[src/rtl/data_mem_requester.sv]
// Initiator for the DataMemory port: takes one load/store at a time over a valid/ready
// request channel, performs a single-cycle access and returns the result over a response channel.
module data_mem_requester #(
  parameter int ADDR_WORDS = 1024,
  parameter int DATA_W     = 32
) (
  input  logic              clock,
  input  logic              reset,
  input  logic              req_valid,
  output logic              req_ready,
  input  logic              req_write,
  input  logic [31:0]       req_addr,
  input  logic [DATA_W-1:0] req_wdata,
  output logic              resp_valid,
  input  logic              resp_ready,
  output logic [DATA_W-1:0] resp_rdata,
  output logic              resp_err,
  output logic              mem_write,
  output logic [31:0]       mem_daddress,
  output logic [DATA_W-1:0] mem_din,
  input  logic [DATA_W-1:0] mem_dout
);

  localparam logic [31:0] ADDR_LIMIT = 32'(ADDR_WORDS);

  typedef enum logic [1:0] {
    IDLE   = 2'd0,
    ACCESS = 2'd1,
    RESP   = 2'd2
  } state_t;

  state_t            state_q, state_d;
  logic              mem_write_q, mem_write_d;
  logic [31:0]       mem_daddress_q, mem_daddress_d;
  logic [DATA_W-1:0] mem_din_q, mem_din_d;
  logic              is_load_q, is_load_d;
  logic              resp_valid_q, resp_valid_d;
  logic [DATA_W-1:0] resp_rdata_q, resp_rdata_d;
  logic              resp_err_q, resp_err_d;
  logic              addr_in_range;

  // Unsigned 32-bit compare: 0xFFFFFFFF must never alias into the array.
  assign addr_in_range = (req_addr < ADDR_LIMIT);

  always_comb begin
    state_d        = state_q;
    mem_write_d    = mem_write_q;
    mem_daddress_d = mem_daddress_q;
    mem_din_d      = mem_din_q;
    is_load_d      = is_load_q;
    resp_valid_d   = resp_valid_q;
    resp_rdata_d   = resp_rdata_q;
    resp_err_d     = resp_err_q;

    unique case (state_q)
      IDLE: begin
        if (req_valid) begin
          if (addr_in_range) begin
            mem_daddress_d = req_addr;
            mem_din_d      = req_wdata;
            mem_write_d    = req_write;
            is_load_d      = ~req_write;
            state_d        = ACCESS;
          end else begin
            resp_err_d   = 1'b1;
            resp_rdata_d = '0;
            resp_valid_d = 1'b1;
            state_d      = RESP;
          end
        end
      end
      ACCESS: begin
        // DataMemory has acted on the negedge inside this cycle, so dout is already valid.
        mem_write_d  = 1'b0;
        resp_rdata_d = is_load_q ? mem_dout : '0;
        resp_err_d   = 1'b0;
        resp_valid_d = 1'b1;
        state_d      = RESP;
      end
      RESP: begin
        if (resp_ready) begin
          resp_valid_d = 1'b0;
          state_d      = IDLE;
        end
      end
      default: begin
        mem_write_d  = 1'b0;
        resp_valid_d = 1'b0;
        state_d      = IDLE;
      end
    endcase
  end

  always_ff @(posedge clock or posedge reset) begin
    if (reset) begin
      state_q        <= IDLE;
      mem_write_q    <= 1'b0;
      mem_daddress_q <= '0;
      mem_din_q      <= '0;
      is_load_q      <= 1'b0;
      resp_valid_q   <= 1'b0;
      resp_rdata_q   <= '0;
      resp_err_q     <= 1'b0;
    end else begin
      state_q        <= state_d;
      mem_write_q    <= mem_write_d;
      mem_daddress_q <= mem_daddress_d;
      mem_din_q      <= mem_din_d;
      is_load_q      <= is_load_d;
      resp_valid_q   <= resp_valid_d;
      resp_rdata_q   <= resp_rdata_d;
      resp_err_q     <= resp_err_d;
    end
  end

  assign req_ready    = (state_q == IDLE);
  assign resp_valid   = resp_valid_q;
  assign resp_rdata   = resp_rdata_q;
  assign resp_err     = resp_err_q;
  assign mem_write    = mem_write_q;
  assign mem_daddress = mem_daddress_q;
  assign mem_din      = mem_din_q;

endmodule

[config.mk]
export PLATFORM = sky130hd
export DESIGN_NAME = data_mem_requester
export DESIGN_NICKNAME = d
export VERILOG_FILES = /design/src/rtl/data_mem_requester.sv
export SDC_FILE = /design/constraint.sdc
export NUM_CORES = 1
export LEC_CHECK = 0
export BUFFER_PORTS_ARGS = -buffer_cell sky130_fd_sc_hd__clkbuf_2
export CAP_MARGIN = 0
export CELL_PAD_IN_SITES_DETAIL_PLACEMENT = 1
export CELL_PAD_IN_SITES_GLOBAL_PLACEMENT = 1
export CORE_MARGIN = 2
export CORE_UTILIZATION = 32
export CTS_CLUSTER_SIZE = 14
export DETAILED_ROUTE_END_ITERATION = 10
export HOLD_SLACK_MARGIN = 0.02
export PLACE_DENSITY = 0.83
export SLEW_MARGIN = 30
export SYNTH_ARGS = -nofsm -noshare
export SYNTH_HDL_FRONTEND = slang
export SYNTH_SLANG_ARGS = --single-unit
[constraint.sdc]
create_clock -name clock -period 3.1 [get_ports clock]
set_input_delay 0.465 -clock clock [delete_from_list [all_inputs] [get_ports clock]]
set_output_delay 0.465 -clock clock [all_outputs]
set_load 0.05 [all_outputs]
==> impl_metrics.ini, run 1 <==
[status]
status = finished clean

[sta]
fin_crit_sh = 0.652
period_minus_slack_ns = 2.02
fin_ws_ns = 1.08
rsz0062_at_grt = false
setup_viol = 0
fin_skew_ns = 0.00567
setup-tns-final_ns = 0
fmax_ghz = 0.495
max_slew.worst_pin.slew_ns = 0.572
hold_viol = 0
slew_headroom = 0.617
slew_violations = 0

[clock_tree]
cts_max_level = 3
ctsResizeCount = 0
cts_tree = done
ctsHoldBuffers = 0
cts_setup_buffers = 0
root_buffer = clkbuf_16
clock_sinks = 102
numCtsBuffers = 9
clock_latency_ns = 0.34
clock_path_buffers = 2
clk_pin_slew_ns = 0.07

[synth]
ys_ff_latch = 102
ys_seq_area_frac = 0.645
syn-num-nets = 346
yosys_warnings = 0
yosysUniqueCellTypes = 28
synth_area_sq_mm = 0.00396
synthCells = 245
syn_avg_cell_area_sq_um = 16.2

[die]
rows = 40
die_x_um = 115
start_util = 0.328
dieArea_sq_mm = 0.0133
core_area_sq_mm = 0.0121
io_pins = 201
die_h_um = 115

[pwr]
p_leak_uw = 0.00302
max-vdd-ir-drop_uv = 188
powerDensity_mw_per_mm2 = 489

[global_routing]
grt_max_degree = 103
grt_usage = 0.151
grt_pass1_vias = 3025
grt_antenna_before_repair = 1
grt_pass1_wl_um = 15400
grt_overflow = 0

[cells_and_area]
fillers = 1318
mostFrequentLayoutCells = 200 x clkbuf_2, 102 x dfrtp_1, 32 x a22o_1, 30 x mux2_4, 22 x nor2b_1
antennaDiodeCount = 0
seq_area_sq_mm = 0.00255
final_common_cell = clkbuf_2
area_growth_syn_to_layout_pct = 36.9
nNetsFinal = 548
utilization = 0.449
drive_gt1_frac = 0.584
multi_input_area_sq_mm = 0.00126

[route]
wire_per_inst_um = 15.8
via_count = 2786
viasPerCell = 4.49
ant_nets = 0
drc = 0
drt_iter0_markers = 101
met2WireLength_um = 4760
wl_met3_um = 804
topRoutingLayerUsed = met4
drtPass1Iterations = 3
m1WireLength_um = 4120
wirelength_um = 9820

[worst_hold_path]
hold_class = input port to async pin

[job]
cap_violations = 0

[critical_path]
cp.required_ns = 3.32
cp-start-kind = flip-flop
cp-end-kind = flip-flop
rr_worst_depth = 5
critPathArrivalTime_ns = 2.24
worst-setup-path-type = flip-flop to flip-flop
crit_fanout = 65

[placement]
port_buffers = 200
hpwl_um = 7330
place_ws_ns = 0.777
place_congestion = 0.763
[metrics by stage]
stage,std cells,power [uW],instance area (sq um),hold slack (ns)
floorplan,245,1440,3960,0.487
global placement,604,1530,5110,0.472
detailed placement,604,1530,5110,0.479
CTS,620,2700,5420,0.293
global route,620,2760,5420,0.327
finish,620,2650,5420,0.279
[sequential cells by signal, indices dropped and copies added (netlist names)]
signal / flops
mem_daddress: 32
resp_rdata: 32
mem_write: 1
state_q: 2
mem_din: 32
resp_err: 1
resp_valid: 1
is_load_q: 1
[synthesized netlist by cell type (all sizes together)]
master	number	area [sq um]
dfrtp	102	2550
mux2	42	586
a22o	32	280
nor2b	22	138
buf	10	130
nor2	6	22.5
nor4	6	88.8
inv	4	15.0
nand2	4	15.0
a21oi	3	15.0
clkbuf	3	11.3
nand2b	2	12.5
a32o	1	10.0
mux2i	1	10.0
nand4	1	12.5
o21a	1	7.51
o21ai	1	5.00
o31ai	1	7.51
o41ai	1	27.5
or2	1	6.26
or4	1	7.51
[worst max-delay path: stages, from the launching register on]
cell,delay (ns)
dfrtp_1,0.47
nor2_1,0.27
nand2_1,0.15
nor4_4,0.20
buf_12,0.34
mux2_2,0.38
[cells by family (layout without fill, tap and decap cells)]
group | Yosys count | count (layout) | share of synthesized area
simple gates | 43 | 43 | 0.0765
compound gates | 40 | 40 | 0.0891
flops | 102 | 102 | 0.645
buf+inv | 17 | 224 | 0.0395
mux | 43 | 43 | 0.150
[cell type report]
cell class | instances | share of cell area
Timing Repair Buffer | 204 | 0.197
Tap cell | 168 | 0.0388
Sequential cell | 102 | 0.471
Clock buffer | 10 | 0.0441
Clock inverter | 6 | 0.0127
Inverter | 4 | 0.00346
Multi-Input combinational cell | 126 | 0.233
[metal layers]
metal  vias up  global-route usage
met5         -                   0
met4         0              0.0610
met3         9              0.0427
met2       132               0.248
met1      1371               0.189
li1       1274                   -
[path summary, 6_finish.rpt]
kind,from,to,slack (ns)
hold / removal,reset,mem_din[12]$_DFFE_PP0P_,0.28
hold reg to reg,mem_din[4]$_DFFE_PP0P_,mem_din[4]$_DFFE_PP0P_,0.49
min in group clock,req_write,is_load_q$_DFFE_PP0P_,0.33
setup / recovery,state_q[0]$_DFFE_PP0P_,mem_daddress[8]$_DFFE_PP0P_,1.08
setup reg to reg,state_q[0]$_DFFE_PP0P_,mem_daddress[8]$_DFFE_PP0P_,1.08
max in group asynchronous,reset,resp_rdata[7]$_DFFE_PP0P_,2.43
[power breakdown]
| group | internal, uW | leakage, uW | switching, uW |
|---|---|---|---|
| registers | 1330 | 0.00141 | 6.45 |
| clock network | 654 | 0.000149 | 495 |
| logic | 67.0 | 0.00145 | 94.3 |
No activity file was read; power rests on OpenSTA's default activity.
==> run 2, diff against run 1 <==
==> constraint.sdc (replaced) <==
create_clock -name clock -period 1.8 [get_ports clock]
set_input_delay 0.27 -clock clock [delete_from_list [all_inputs] [get_ports clock]]
set_output_delay 0.27 -clock clock [all_outputs]
set_load 0.05 [all_outputs]
==> impl_metrics.ini, run 2 (same netlist as run 1, synthesis figures left out) <==
[status]
status = finished clean

[route]
drtPass1Iterations = 3
viasPerCell = 4.57
drt_iter0_markers = 122
ant_nets = 0
wire_per_inst_um = 16.8
drc = 0
wirelength_um = 10800
via_count = 2952

[sta]
slew_violations = 0
setup_viol = 0
max_slew.worst_pin.slew_ns = 0.438
fin_crit_sh = 0.920
period_minus_slack_ns = 1.66
fmax_ghz = 0.604
rsz0062_at_grt = false
hold_viol = 0
fin_skew_ns = 0.00506
slew_headroom = 0.708

[cells_and_area]
mostFrequentLayoutCells = 200 x clkbuf_2, 100 x dfrtp_1, 32 x a22o_1, 30 x mux2_4, 24 x buf_4
antennaDiodeCount = 0
area_growth_syn_to_layout_pct = 44.4
final_common_cell = clkbuf_2
seq_area_sq_mm = 0.00255
nNetsFinal = 574
multi_input_area_sq_mm = 0.00127
fillers = 1310
drive_gt1_frac = 0.613
utilization = 0.474

[clock_tree]
clk_pin_slew_ns = 0.07
ctsResizeCount = 0
cts_max_level = 3
root_buffer = clkbuf_16
clock_sinks = 102
clock_path_buffers = 2
cts_tree = done
numCtsBuffers = 9
clock_latency_ns = 0.34

[global_routing]
grt_pass1_vias = 3225
grt_pass1_wl_um = 16900
grt_overflow = 0
grt_antenna_before_repair = 0
grt_usage = 0.169
grt_max_degree = 58

[critical_path]
path_common_cell = buf_12
worst-setup-path-type = flip-flop to flip-flop
cp-end-kind = flip-flop
critical_path.cell_chain = nor2_4, nand2_2, nor4_4, buf_12, buf_12, mux2_4
crit_fanout = 17
regToRegStartpoint = state_q[1]$_DFFE_PP0P_
critPathArrivalTime_ns = 1.88
crit_path_top_delay_cell = dfrtp_2
cp.required_ns = 2.03
reg2reg_to = mem_din[7]$_DFFE_PP0P_
rr_worst_depth = 6
cpPeakStageDelay_ns = 0.42
r2r_setup_slack_ns = 0.14
cp-start-kind = flip-flop

[die]
rows = 40
dieArea_sq_mm = 0.0133
die_h_um = 115
core_area_sq_mm = 0.0121
start_util = 0.328
die_x_um = 115
io_pins = 201

[worst_hold_path]
hold_class = input port to flip-flop
min_delay_worst_endpoint = is_load_q$_DFFE_PP0P_
min-delay-start = req_write
whs_path_depth = 2

[pwr]
max-vdd-ir-drop_uv = 380
powerDensity_mw_per_mm2 = 870
p_leak_uw = 0.00318
total_power_uw = 4980

[placement]
hpwl_um = 8410
port_buffers = 200
place_congestion = 0.763

[job]
cap_violations = 0
[run 2: final cells by class]
class,instances,share of cell area
sequential,102,0.447
timing repair buffer,230,0.226
multi-input combinational,126,0.222
clock buffer,10,0.0418
tap,168,0.0368
clock inverter,6,0.0232
inverter,4,0.00328
[run 2: timing repair]
item                                    4_1_cts  5_1_grt
buffers inserted                              0        0
endpoints found under the setup margin        0        0
hold buffers                                  1        0
endpoints found under the hold margin        15        0
[run 2: stage by stage]
step | cell area, sq um | hold slack [ns] | instances | setup WS [ns] | setup TNS (ns)
after detailed placement | 5340 | 0.298 | 629 | -0.228 | -11.54
final | 5720 | 0.138 | 646 | 0.144 | 0
after global routing | 5720 | 0.137 | 646 | 0.0763 | 0
after global placement | 5340 | 0.285 | 629 | -0.127 | -5.24
after CTS | 5720 | 0.126 | 646 | 0.126 | 0
after floorplan | 3990 | 0.363 | 245 | -0.0257 | -0.797
[run 2: how the worst max path moves through the flow]
stage,from,to
floorplan,state_q[1]$_DFFE_PP0P_,mem_din[0]$_DFFE_PP0P_
global placement,req_addr[29],mem_din[12]$_DFFE_PP0P_
global route,state_q[1]$_DFFE_PP0P_,mem_din[2]$_DFFE_PP0P_
finish,state_q[1]$_DFFE_PP0P_,mem_din[7]$_DFFE_PP0P_
detailed placement,req_addr[29],mem_din[15]$_DFFE_PP0P_
CTS,state_q[1]$_DFFE_PP0P_,mem_din[15]$_DFFE_PP0P_
[run 2: worst max-delay path: cells and delay by family, from the launching register on]
| family | cells | cell delay (ns) |
|---|---|---|
| multiplexers | 1 | 0.31 |
| buffers and inverters | 2 | 0.37 |
| flip-flops | 1 | 0.42 |
| AND/OR/NAND/NOR | 3 | 0.44 |
[run 2: power by group]
part           total, uW  internal (uW)  switching [uW]
combinational        306            132             173
sequential          2310           2300            6.71
clock               2370           1530             832
total               4980           3970            1010
[run 2: routing by layer]
metal | routed length [um] | vias up | global-route usage
met5 | 0 | - | 0
met4 | 200 | 0 | 0.0707
met3 | 893 | 13 | 0.0522
met2 | 5420 | 140 | 0.291
met1 | 4320 | 1472 | 0.194
li1 | - | 1327 | -
